$ cat src/rtl/fetch_controller_if.sv
// rtl/fetch_controller_if.sv - fetch sequencing bundle between controller and pipeline/requesters
interface fetch_controller_if #(
    parameter int WIDTH     = 8,
    parameter int CNT_WIDTH = 16
);
    logic             branch_taken;
    logic [WIDTH-1:0] branch_target;
    logic             jump_valid;
    logic [WIDTH-1:0] jump_target;
    logic             hazard_stall;
    logic             imem_ready;
    logic             halt_request;
    logic             resume;

    logic                 pc_enable;
    logic                 pc_select;
    logic [WIDTH-1:0]     new_pc;
    logic                 flush_fd;
    logic                 flush_de;
    logic [1:0]           state;
    logic [CNT_WIDTH-1:0] stall_cycles;

    modport master (
        input  branch_taken, branch_target, jump_valid, jump_target,
               hazard_stall, imem_ready, halt_request, resume,
        output pc_enable, pc_select, new_pc, flush_fd, flush_de, state, stall_cycles
    );

    modport slave (
        output branch_taken, branch_target, jump_valid, jump_target,
               hazard_stall, imem_ready, halt_request, resume,
        input  pc_enable, pc_select, new_pc, flush_fd, flush_de, state, stall_cycles
    );
endinterface

$ cat src/rtl/fetch_controller.sv
// rtl/fetch_controller.sv - fetch-stage sequencer: redirect arbitration, memory wait, halt, stall count
module fetch_controller #(
    parameter int WIDTH        = 8,
    parameter int FLUSH_CYCLES = 2,
    parameter int CNT_WIDTH    = 16
) (
    input  logic              clock,
    input  logic              reset,
    fetch_controller_if.master bus
);
    typedef enum logic [1:0] {
        RUN      = 2'd0,
        WAIT_MEM = 2'd1,
        REDIRECT = 2'd2,
        HALTED   = 2'd3
    } state_t;

    localparam logic [3:0] RLOAD = 4'(FLUSH_CYCLES - 1);
    // With a single flush cycle the redirect cycle itself is enough; skip REDIRECT.
    localparam state_t AFTER_REDIRECT = (FLUSH_CYCLES > 1) ? REDIRECT : RUN;

    state_t               cur, nxt;
    logic                 pending_valid, pending_valid_nxt;
    logic [WIDTH-1:0]     pending_target, pending_target_nxt;
    logic [3:0]           rcnt, rcnt_nxt;
    logic [CNT_WIDTH-1:0] stall_cnt;

    logic             en, sel, ffd, fde;
    logic [WIDTH-1:0] npc;

    always_ff @(posedge clock or negedge reset) begin
        if (!reset) begin
            cur            <= RUN;
            pending_valid  <= 1'b0;
            pending_target <= '0;
            rcnt           <= '0;
            stall_cnt      <= '0;
        end else begin
            cur            <= nxt;
            pending_valid  <= pending_valid_nxt;
            pending_target <= pending_target_nxt;
            rcnt           <= rcnt_nxt;
            if (!en && cur != HALTED && stall_cnt != {CNT_WIDTH{1'b1}})
                stall_cnt <= stall_cnt + 1'b1;
        end
    end

    always_comb begin
        nxt                = cur;
        pending_valid_nxt  = pending_valid;
        pending_target_nxt = pending_target;
        rcnt_nxt           = rcnt;
        en  = 1'b1;
        sel = 1'b0;
        npc = '0;
        ffd = 1'b0;
        fde = 1'b0;
        unique case (cur)
            RUN: begin
                if (bus.branch_taken) begin
                    sel = 1'b1;
                    npc = bus.branch_target;
                    ffd = 1'b1;
                    fde = 1'b1;
                    if (bus.imem_ready) begin
                        nxt      = AFTER_REDIRECT;
                        rcnt_nxt = RLOAD;
                    end else begin
                        en                 = 1'b0;
                        pending_valid_nxt  = 1'b1;
                        pending_target_nxt = bus.branch_target;
                        nxt                = WAIT_MEM;
                    end
                end else if (bus.jump_valid) begin
                    sel = 1'b1;
                    npc = bus.jump_target;
                    ffd = 1'b1;
                end else if (bus.halt_request) begin
                    en  = 1'b0;
                    ffd = 1'b1;
                    nxt = HALTED;
                end else if (bus.hazard_stall) begin
                    en  = 1'b0;
                    fde = 1'b1;
                end else if (!bus.imem_ready) begin
                    en  = 1'b0;
                    nxt = WAIT_MEM;
                end
            end
            WAIT_MEM: begin
                if (bus.branch_taken) begin
                    pending_valid_nxt  = 1'b1;
                    pending_target_nxt = bus.branch_target;
                    ffd = 1'b1;
                    fde = 1'b1;
                end
                if (!bus.imem_ready) begin
                    en = 1'b0;
                end else if (pending_valid || bus.branch_taken) begin
                    // A branch arriving on the ready cycle is newer than anything pending.
                    sel               = 1'b1;
                    npc               = bus.branch_taken ? bus.branch_target : pending_target;
                    pending_valid_nxt = 1'b0;
                    nxt               = AFTER_REDIRECT;
                    rcnt_nxt          = RLOAD;
                end else begin
                    nxt = RUN;
                end
            end
            REDIRECT: begin
                ffd = 1'b1;
                en  = bus.imem_ready;
                if (bus.imem_ready) begin
                    if (rcnt <= 4'd1) begin
                        rcnt_nxt = '0;
                        nxt      = RUN;
                    end else begin
                        rcnt_nxt = rcnt - 4'd1;
                    end
                end
            end
            HALTED: begin
                en  = 1'b0;
                ffd = 1'b1;
                if (bus.resume && !bus.halt_request)
                    nxt = RUN;
            end
            default: nxt = RUN;
        endcase
    end

    assign bus.pc_enable    = reset & en;
    assign bus.pc_select    = reset & sel;
    assign bus.new_pc       = reset ? npc : '0;
    assign bus.flush_fd     = reset & ffd;
    assign bus.flush_de     = reset & fde;
    assign bus.state        = reset ? cur : 2'd0;
    assign bus.stall_cycles = reset ? stall_cnt : '0;
endmodule
$ cat src/flat_wrapper.sv
// flat-port wrapper written by rule: the top's interface ports become plain ports
module fetch_controller_flat 
#(
    parameter int WIDTH        = 8,
    parameter int FLUSH_CYCLES = 2,
    parameter int CNT_WIDTH    = 16
)
  (clock, reset, bus_branch_taken, bus_branch_target, bus_jump_valid, bus_jump_target, bus_hazard_stall, bus_imem_ready, bus_halt_request, bus_resume, bus_pc_enable, bus_pc_select, bus_new_pc, bus_flush_fd, bus_flush_de, bus_state, bus_stall_cycles);
  fetch_controller_if #(.WIDTH(WIDTH), .CNT_WIDTH(CNT_WIDTH)) bus_i ();
  input  logic clock;
  input  logic reset;
  input wire logic [$bits(bus_i.branch_taken)-1:0] bus_branch_taken;
  input wire logic [$bits(bus_i.branch_target)-1:0] bus_branch_target;
  input wire logic [$bits(bus_i.jump_valid)-1:0] bus_jump_valid;
  input wire logic [$bits(bus_i.jump_target)-1:0] bus_jump_target;
  input wire logic [$bits(bus_i.hazard_stall)-1:0] bus_hazard_stall;
  input wire logic [$bits(bus_i.imem_ready)-1:0] bus_imem_ready;
  input wire logic [$bits(bus_i.halt_request)-1:0] bus_halt_request;
  input wire logic [$bits(bus_i.resume)-1:0] bus_resume;
  output wire logic [$bits(bus_i.pc_enable)-1:0] bus_pc_enable;
  output wire logic [$bits(bus_i.pc_select)-1:0] bus_pc_select;
  output wire logic [$bits(bus_i.new_pc)-1:0] bus_new_pc;
  output wire logic [$bits(bus_i.flush_fd)-1:0] bus_flush_fd;
  output wire logic [$bits(bus_i.flush_de)-1:0] bus_flush_de;
  output wire logic [$bits(bus_i.state)-1:0] bus_state;
  output wire logic [$bits(bus_i.stall_cycles)-1:0] bus_stall_cycles;
  assign bus_i.branch_taken = bus_branch_taken;
  assign bus_i.branch_target = bus_branch_target;
  assign bus_i.jump_valid = bus_jump_valid;
  assign bus_i.jump_target = bus_jump_target;
  assign bus_i.hazard_stall = bus_hazard_stall;
  assign bus_i.imem_ready = bus_imem_ready;
  assign bus_i.halt_request = bus_halt_request;
  assign bus_i.resume = bus_resume;
  assign bus_pc_enable = bus_i.pc_enable;
  assign bus_pc_select = bus_i.pc_select;
  assign bus_new_pc = bus_i.new_pc;
  assign bus_flush_fd = bus_i.flush_fd;
  assign bus_flush_de = bus_i.flush_de;
  assign bus_state = bus_i.state;
  assign bus_stall_cycles = bus_i.stall_cycles;
  fetch_controller #(.WIDTH(WIDTH), .FLUSH_CYCLES(FLUSH_CYCLES), .CNT_WIDTH(CNT_WIDTH)) u_core (.clock(clock), .reset(reset), .bus(bus_i));
endmodule
$ cat config.mk
export PLATFORM = sky130hd
export DESIGN_NAME = fetch_controller_flat
export DESIGN_NICKNAME = d
export VERILOG_FILES = /design/src/rtl/fetch_controller_if.sv /design/src/rtl/fetch_controller.sv /design/src/flat_wrapper.sv
export SDC_FILE = /design/constraint.sdc
export NUM_CORES = 1
export LEC_CHECK = 0
export BUFFER_PORTS_ARGS = -buffer_cell sky130_fd_sc_hd__buf_2
export CAP_MARGIN = 20
export CORE_ASPECT_RATIO = 1.4
export CORE_MARGIN = 5
export CORE_UTILIZATION = 54
export CTS_CLUSTER_SIZE = 40
export DETAILED_ROUTE_END_ITERATION = 8
export GPL_TIMING_DRIVEN = 0
export PLACE_DENSITY = 0.79
export SYNTH_ARGS = -nofsm -noshare
export SYNTH_HDL_FRONTEND = slang
export SYNTH_SLANG_ARGS = --single-unit
$ cat constraint.sdc
create_clock -name clock -period 2.57 [get_ports clock]
set_input_delay 0.514 -clock clock [delete_from_list [all_inputs] [get_ports clock]]
set_output_delay 0.514 -clock clock [all_outputs]
set_load 0.01 [all_outputs]
==> results.cfg, run 1 <==
[outcome]
status = finished, final reports clean

[synthesis]
yosysSeqAreaShare = 0.353
synth_edf_count = 0
syn_nets = 262
syn_avg_cell_area_um2 = 9.54
synth_area_um2 = 2190
synth-main-ff-cell = dfrtp_1
synth_async_sr_flop_share = 1.00
synth_seq_cells = 31
syn_inst = 230
yosysUniqueCellTypes = 51
ys_warn_count = 0

[global_routing]
grt_pass1_wl_um = 8360
grt.overflow.total = 0
grt_antenna_before_repair = 0
grt_start_max_net_pins = 36
grt_pass1_vias = 1841
track_usage = 0.189

[floorplanning]
start_util = 0.555
dieWidth_um = 63.9
die_area_um2 = 5460
coreArea_um2 = 3950
rows = 27
pin_count = 54
die_y_um = 85.4

[drt]
vias = 1887
wl_um = 4950
route.detailed.drc = 0
ant_nets = 0
wl_per_cell_um = 14.9
vias_per_cell = 5.70
drt-initial-drc-count = 42
firstDrtPassIters = 4

[pwr]
power_leakage_uw = 0.00117
power-per-cell-area_nw_per_um2 = 895
ir_worst_vdd_mv = 0.618

[finish]
syn_to_final_growth_pct = 18.4
final_nets = 319
finish.utilization = 0.657
antenna_cells = 0
drive_gt1_frac = 0.330

[timing]
timing.fmax_mhz = 418
final-setup-viol-count = 0
timing.setup.tns_ns = 0
finalCriticalPeriod_ns = 2.39
whs_ns = 0.301
slew_viol_final = 0
finalCritPeriodShare = 0.931
rsz0062_at_grt = no
hold_viol_final = 0
slew_headroom = 0.482
worst_slew_pin_slew_ns = 0.778
finalClockSkew_ns = 0.00719

[worst_setup_path]
arrival_ns = 1.88
cp-start-kind = register
worstSetupEndpointType = output pin
crit_chain = inv_1, ha_2, buf_4, buf_4, a21oi_1, nor2_1, nor2_1, buf_2
cp_max_fo = 10
cp.required_ns = 2.06
critPathMaxStageDelay_ns = 0.41
critPathKind = reg -> out
crit_slowest_cell = dfrtp_1

[cts]
root_buffer = clkbuf_8
htree_levels = 2
path_clk_slew_ns = 0.07
clock_path_buffers = 2
numCtsBuffers = 5
tritoncts = yes
cts_sinks = 31
clk_latency_ns = 0.29

[worst_hold_path]
hold_path_class = in -> async

[placement]
numPortBuffers = 51
gp_congestion = 0.765
hpwl_um = 3670

[job]
cap_violations = 0
state kept, by name, summed over array words and instances, names as in the netlist:
register	flops
u_core.cur	2
u_core.stall_cnt	16
u_core.pending_valid	1
u_core.pending_target	8
u_core.rcnt	4
metrics by stage:
step | std cells | area, um^2 | total power [uW] | worst slack [ns]
after floorplan | 230 | 2190 | 1630 | 0.436
after global placement | 324 | 2500 | 1900 | 0.0485
after detailed placement | 324 | 2500 | 1930 | 0.000333
after CTS | 331 | 2590 | 2320 | 0.0223
after global routing | 331 | 2600 | 2520 | 0.00987
final | 331 | 2600 | 2330 | 0.178
repair_timing:
action,in CTS,in global routing
cloned,0,0
hold buffers,0,0
pin swaps,0,0
setup buffers,0,1
endpoints found under the setup margin,10,11
resized for setup,4,6
cell type report:
cell class,count,area (um^2)
fill,341,1350
multi-input combinational,177,1320
sequential,31,777
timing repair buffer,52,263
clock buffer,7,76.3
buffer,12,72.6
tap,43,53.8
inverter,8,30.0
clock inverter,1,5.00
worst max-delay path: cells and delay by family, from the launching register on:
kind	cells	cell delay (ns)
compound gates	1	0.14
simple gates	2	0.19
fa+ha+maj	1	0.25
buf+inv	4	0.60
flops	1	0.41
per-layer routing:
layer | track usage | wire length, um | vias to the layer above
li1 | - | - | 932
met1 | 0.210 | 2040 | 895
met2 | 0.332 | 2460 | 55
met3 | 0.0556 | 367 | 5
met4 | 0.0699 | 73 | 0
met5 | 0 | 0 | -
cells in the mapped netlist (2+ instances only):
cell | number | area (um^2)
a21oi_1 | 5 | 25.0
mux2_2 | 18 | 203
nand3b_1 | 2 | 15.0
dfrtp_1 | 31 | 776
nand4_1 | 9 | 56.3
o21ai_0 | 5 | 25.0
inv_1 | 8 | 30.0
buf_6 | 2 | 22.5
nand2b_1 | 3 | 18.8
a22oi_1 | 8 | 60.1
a21oi_2 | 2 | 17.5
nor3_1 | 4 | 20.0
a22o_1 | 8 | 70.1
buf_2 | 2 | 10.0
nor2b_1 | 4 | 25.0
nor2_1 | 23 | 86.3
nand3_1 | 7 | 35.0
ha_1 | 8 | 100
o21a_1 | 2 | 15.0
clkbuf_1 | 7 | 26.3
buf_1 | 2 | 7.51
and2_1 | 19 | 119
xor2_1 | 4 | 35.0
xnor2_1 | 10 | 87.6
and3_1 | 2 | 12.5
nand2_1 | 10 | 37.5
logic make-up after synthesis:
logic type	after synthesis	share of synthesized area
AO/OA/AOI/OAI	42	0.155
XOR/XNOR	14	0.0559
AND/OR/NAND/NOR	94	0.246
flip-flops	31	0.353
buffers and inverters	22	0.0473
adder cells (fa/ha/maj)	8	0.0456
multiplexers	19	0.0969
placed cells by master, fill, tap and decap left out, types with 2 or more instances in the layout:
master | netlist | routed
a21oi_1 | 5 | 5
a21oi_2 | 2 | 2
a22o_1 | 8 | 8
a22oi_1 | 8 | 8
and2_1 | 19 | 19
and3_1 | 2 | 2
buf_2 | 2 | 52
buf_4 | 1 | 4
buf_6 | 2 | 2
clkbuf_1 | 7 | 7
clkbuf_8 | 0 | 5
dfrtp_1 | 31 | 30
ha_1 | 8 | 7
inv_1 | 8 | 8
mux2_2 | 18 | 18
nand2_1 | 10 | 10
nand2b_1 | 3 | 3
nand3_1 | 7 | 7
nand3b_1 | 2 | 2
nand4_1 | 9 | 9
nor2_1 | 23 | 23
nor2b_1 | 4 | 4
nor3_1 | 4 | 4
o21a_1 | 2 | 2
o21ai_0 | 5 | 5
xnor2_1 | 10 | 10
xor2_1 | 4 | 4
where the power goes:
group | switching (uW) | leakage (uW) | internal, uW
Sequential | 142 | 0.000378 | 645
Combinational | 621 | 0.000746 | 548
Clock | 181 | 0.0000422 | 190
Total | 944 | 0.00117 | 1380
path summary, 6_finish.rpt:
path / startpoint / end / slack [ns] / depth (start not counted)
worst max register to register: u_core.cur[0]$_DFFE_PN0P_ / u_core.stall_cnt[1]$_DFFE_PN0P_ / 0.52 / 6
worst min-delay path: reset / u_core.pending_valid$_DFFE_PN0P_ / 0.30 / 1
max in group asynchronous: reset / u_core.cur[1]$_DFFE_PN0P_ / 1.73 / 1
worst min register to register: u_core.stall_cnt[11]$_DFFE_PN0P_ / u_core.stall_cnt[11]$_DFFE_PN0P_ / 0.50 / 1
worst max-delay path: u_core.cur[0]$_DFFE_PN0P_ / bus_flush_fd / 0.18 / 8
min in group clock: bus_branch_target[3] / u_core.pending_target[3]$_DFFE_PN0P_ / 0.49 / 2
No activity file was read; power rests on OpenSTA's default activity.
==> inputs of run 2 (changes only) <==
--- a/config.mk
+++ b/config.mk
@@ -9,11 +9,11 @@
 export CAP_MARGIN = 20
 export CORE_ASPECT_RATIO = 1.4
 export CORE_MARGIN = 5
-export CORE_UTILIZATION = 54
+export CORE_UTILIZATION = 30
 export CTS_CLUSTER_SIZE = 40
 export DETAILED_ROUTE_END_ITERATION = 8
 export GPL_TIMING_DRIVEN = 0
-export PLACE_DENSITY = 0.79
+export PLACE_DENSITY = 0.48
 export SYNTH_ARGS = -nofsm -noshare
 export SYNTH_HDL_FRONTEND = slang
 export SYNTH_SLANG_ARGS = --single-unit
==> results.cfg, run 2 (synthesis gave the netlist of run 1 again) <==
[global_routing]
grt_antenna_before_repair = 0
track_usage = 0.126
grt_start_max_net_pins = 36
grt_pass1_wl_um = 9080
grt_pass1_vias = 1900
grt.overflow.total = 0

[drt]
wl_um = 5480
vias = 1913
route.detailed.drc = 0
ant_nets = 0
wl_per_cell_um = 14.2
vias_per_cell = 4.94
firstDrtPassIters = 4
drt-initial-drc-count = 61

[timing]
final-setup-viol-count = 0
whs_ns = 0.211
finalCriticalPeriod_ns = 2.43
finalCritPeriodShare = 0.947
hold_viol_final = 0
worst_slew_pin_slew_ns = 0.566
timing.fmax_mhz = 411
timing.setup.tns_ns = 0
rsz0062_at_grt = no
slew_viol_final = 0
slew_headroom = 0.623
finalClockSkew_ns = 0.0122

[pwr]
power-per-cell-area_nw_per_um2 = 917
power.total_uw = 2500
power_leakage_uw = 0.00120
ir_worst_vdd_mv = 0.403

[worst_setup_path]
reg2reg_to = u_core.stall_cnt[1]$_DFFE_PN0P_
cp_max_fo = 9
rr_startpoint = u_core.cur[0]$_DFFE_PN0P_
arrival_ns = 1.92
crit_end = bus_new_pc[5]
ff2ff_path_depth = 7
cp.required_ns = 2.06
worstSetupEndpointType = output pin
cp-start-kind = register
critPathMaxStageDelay_ns = 0.41
crit_chain = buf_4, buf_4, ha_1, buf_2, o211a_2, a22oi_1, nor2_1, buf_2
cp-startpoint = u_core.cur[0]$_DFFE_PN0P_
rrSetupSlack_ns = 0.48
critPathKind = reg -> out
crit_slowest_cell = dfrtp_1

[finish]
stdcell_count = 387
final_nets = 321
drive_gt1_frac = 0.348
largest_reg_flops = 16
antenna_cells = 0
final_cell_mix = buf_2 (52), dfrtp_1 (30), nor2_1 (23)
top_regs = u_core.stall_cnt (16), u_core.pending_target (8), u_core.rcnt (4)
final_common_cell = buf_2
syn_to_final_growth_pct = 24.3
largest_register = u_core.stall_cnt

[placement]
gp_congestion = 0.767
numPortBuffers = 51
place_inst = 378
hpwl_um = 4050

[cts]
clock_path_buffers = 2
numCtsBuffers = 5
path_clk_slew_ns = 0.07
cts_sinks = 31
htree_levels = 2
tritoncts = yes
clk_latency_ns = 0.29
root_buffer = clkbuf_8

[floorplanning]
dieWidth_um = 82.3
coreArea_um2 = 7270
start_util = 0.302
die_area_um2 = 9150
pin_count = 54
rows = 37
die_y_um = 111

[job]
cap_violations = 0

[outcome]
status = finished, final reports clean

[worst_hold_path]
hold_path_class = in -> async
==> run 2: changes by cell type in the layout (fill, tap and decap cells not counted), sizes merged <==
cell / before / now
buf: 59 / 61
clkbuf: 12 / 11
bufinv: 0 / 1
==> run 2: layout make-up <==
cell class	instances	area (um^2)
plain buffers	12	73.8
clock buffers	6	82.6
clock inverters	2	35.0
fillers	774	4540
inverters	8	30.0
multi-input cells	177	1330
flip-flops and latches	31	777
well taps	97	121
repair buffers	54	280
==> run 2: worst min path at each step <==
stage	slack (ns)	end	startpoint	cells after the start
after global placement	0.49	u_core.pending_target[3]$_DFFE_PN0P_	u_core.pending_target[3]$_DFFE_PN0P_	1
final	0.21	u_core.pending_target[6]$_DFFE_PN0P_	reset	1
after global routing	0.25	u_core.pending_target[6]$_DFFE_PN0P_	reset	1
after floorplan	0.22	u_core.cur[0]$_DFFE_PN0P_	reset	0
after CTS	0.34	u_core.pending_target[6]$_DFFE_PN0P_	reset	1
after detailed placement	0.49	u_core.stall_cnt[11]$_DFFE_PN0P_	u_core.stall_cnt[11]$_DFFE_PN0P_	1
==> run 2: worst max-delay path: cells and delay by family (launching register included) <==
kind            cells  cell delay (ns)
buf+inv             4             0.59
flops               1             0.41
compound gates      2             0.40
fa+ha+maj           1             0.17
simple gates        1             0.06
==> run 2: per-layer routing <==
layer,vias to the layer above,routed length [um],global-route usage
met4,0,59,0.0399
li1,938,-,-
met2,60,2580,0.203
met3,5,432,0.0333
met1,910,2400,0.159
met5,-,0,0
==> run 2: what timing repair did <==
| action | 4_1_cts | 5_1_grt |
|---|---|---|
| setup endpoints to repair | 10 | 11 |
| setup buffers | 0 | 3 |
| resized for setup | 4 | 8 |
| hold buffers | 0 | 0 |
==> run 2: where the power goes <==
part           switching, uW  leakage [uW]  internal, uW
combinational            637      0.000761           567
sequential               140      0.000378           645
clock                    200     0.0000612           314
total                    978       0.00120          1530
==> run 2: through the flow <==
| stage | util | cell area [um^2] | setup WS (ns) |
|---|---|---|---|
| floorplan | - | 2190 | 0.436 |
| global placement | 0.354 | 2570 | -0.00806 |
| detailed placement | 0.354 | 2570 | -0.0270 |
| CTS | 0.371 | 2690 | 0.0238 |
| global route | 0.375 | 2730 | 0.0145 |
| finish | 0.375 | 2730 | 0.136 |
==> inputs of run 3 (changes only) <==
--- a/config.mk
+++ b/config.mk
@@ -7,13 +7,15 @@
 export LEC_CHECK = 0
 export BUFFER_PORTS_ARGS = -buffer_cell sky130_fd_sc_hd__buf_2
 export CAP_MARGIN = 20
+export CELL_PAD_IN_SITES_DETAIL_PLACEMENT = 1
+export CELL_PAD_IN_SITES_GLOBAL_PLACEMENT = 1
 export CORE_ASPECT_RATIO = 1.4
 export CORE_MARGIN = 5
 export CORE_UTILIZATION = 30
 export CTS_CLUSTER_SIZE = 40
 export DETAILED_ROUTE_END_ITERATION = 8
 export GPL_TIMING_DRIVEN = 0
-export PLACE_DENSITY = 0.48
+export PLACE_DENSITY = 0.6
 export SYNTH_ARGS = -nofsm -noshare
 export SYNTH_HDL_FRONTEND = slang
 export SYNTH_SLANG_ARGS = --single-unit
==> results.cfg, run 3 (synthesis gave the netlist of run 1 again) <==
[finish]
final_common_cell = buf_2
final_cell_mix = buf_2 (52), dfrtp_1 (31), nor2_1 (23)
drive_gt1_frac = 0.344
antenna_cells = 0
syn_to_final_growth_pct = 23.7
largest_reg_flops = 16
final_nets = 322
fillers = 883
largest_register = u_core.stall_cnt
top_regs = u_core.stall_cnt (16), u_core.pending_target (8), u_core.rcnt (4)
finish.utilization = 0.374

[global_routing]
grt_start_max_net_pins = 36
grt.overflow.total = 0
grt_antenna_before_repair = 0
grt_pass1_vias = 2046
grt_pass1_wl_um = 10000
track_usage = 0.137

[worst_hold_path]
hold_path_class = in -> async

[drt]
firstDrtPassIters = 4
wl_um = 5920
drt-met1-wl_um = 2620
dr.max_layer_used = met4
drt-initial-drc-count = 57
wl_per_cell_um = 15.3
dr_wl_met2_um = 2860
vias_per_cell = 4.98
wl_met3_um = 351
ant_nets = 0
route.detailed.drc = 0
vias = 1933

[cts]
tritoncts = yes
clk_latency_ns = 0.28
cts_sinks = 31
root_buffer = clkbuf_8
htree_levels = 2
numCtsBuffers = 5
hold_buffers = 0
clock_path_buffers = 2
path_clk_slew_ns = 0.07

[timing]
whs_ns = 0.211
slew_headroom = 0.623
slew_viol_final = 0
timing.fmax_mhz = 413
finalCritPeriodShare = 0.942
finalClockSkew_ns = 0.00434
worst_slew_pin_slew_ns = 0.566
rsz0062_at_grt = yes
timing.setup.tns_ns = 0
finalCriticalPeriod_ns = 2.42
hold_viol_final = 0
final-setup-viol-count = 0

[pwr]
power_leakage_uw = 0.00120
ir_worst_vdd_mv = 0.436
power-per-cell-area_nw_per_um2 = 907

[worst_setup_path]
ff2ff_path_depth = 7
cp-startpoint = u_core.cur[0]$_DFFE_PN0P_
reg2reg_to = u_core.stall_cnt[1]$_DFFE_PN0P_
rrSetupSlack_ns = 0.47
crit_chain = inv_2, ha_1, buf_2, nand2_1, o211ai_4, and2_1, buf_2
rr_startpoint = u_core.cur[0]$_DFFE_PN0P_
crit_slowest_cell = dfrtp_1
cp_max_fo = 9
cp-start-kind = register
cp.required_ns = 2.06
critPathMaxStageDelay_ns = 0.42
worstSetupEndpointType = output pin
cp_common_cell = buf_2
critPathKind = reg -> out
arrival_ns = 1.91

[placement]
hpwl_um = 4440
gp_congestion = 0.705
numPortBuffers = 51

[floorplanning]
pin_count = 54
rows = 37
coreArea_um2 = 7270
start_util = 0.302
dieWidth_um = 82.3
die_area_um2 = 9150
die_y_um = 111

[job]
cap_violations = 0

[outcome]
status = finished, final reports clean
[run 3: through the flow]
stage / power (uW) / area [um^2] / setup WS (ns) / std cells
finish: 2460 / 2720 / 0.150 / 388
global route: 2680 / 2720 / -0.0000746 / 388
floorplan: 1630 / 2190 / 0.436 / 230
global placement: 1950 / 2570 / -0.0798 / 378
detailed placement: 1980 / 2570 / -0.120 / 378
CTS: 2480 / 2710 / 0.00277 / 389
[run 3: repair_timing]
action / in CTS / in global routing
pin swaps: 0 / 1
endpoints found under the setup margin: 10 / 17
setup buffers: 4 / 0
gates resized for setup: 5 / 6
[run 3: power breakdown]
group          switching, uW  internal (uW)  total, uW
clock                    183            244        427
combinational            672            581       1250
sequential               138            644        782
total                    993           1470       2460
[run 3: worst max-delay path by stage]
stage / to / slack, ns / cells past startpoint
finish: bus_pc_enable / 0.15 / 7
global route: bus_flush_fd / -0.00007 / 9
CTS: bus_flush_fd / 0.003 / 5
detailed placement: bus_flush_fd / -0.12 / 9
global placement: bus_flush_fd / -0.08 / 9
floorplan: bus_new_pc[0] / 0.44 / 7
[run 3: final cells by class]
| cell class | instances | area (um^2) | share of cell area |
|---|---|---|---|
| multi-input combinational | 177 | 1320 | 0.487 |
| sequential | 31 | 776 | 0.286 |
| timing repair buffer | 55 | 288 | 0.106 |
| tap | 97 | 121 | 0.0447 |
| clock buffer | 8 | 100 | 0.0369 |
| buffer | 12 | 77.6 | 0.0286 |
| inverter | 8 | 30.0 | 0.0111 |
[run 3: metal layers]
metal  vias up  track usage
li1        944            -
met1       927        0.173
met2        54        0.229
met3         8       0.0293
met4         0       0.0432
met5         -            0
[run 3: critical path: cells and delay by family (launching register included)]
family                   cells  cell delay (ns)
AO/OA/AOI/OAI                1             0.34
adder cells (fa/ha/maj)      1             0.14
buffers and inverters        3             0.41
flip-flops                   1             0.42
AND/OR/NAND/NOR              2             0.32
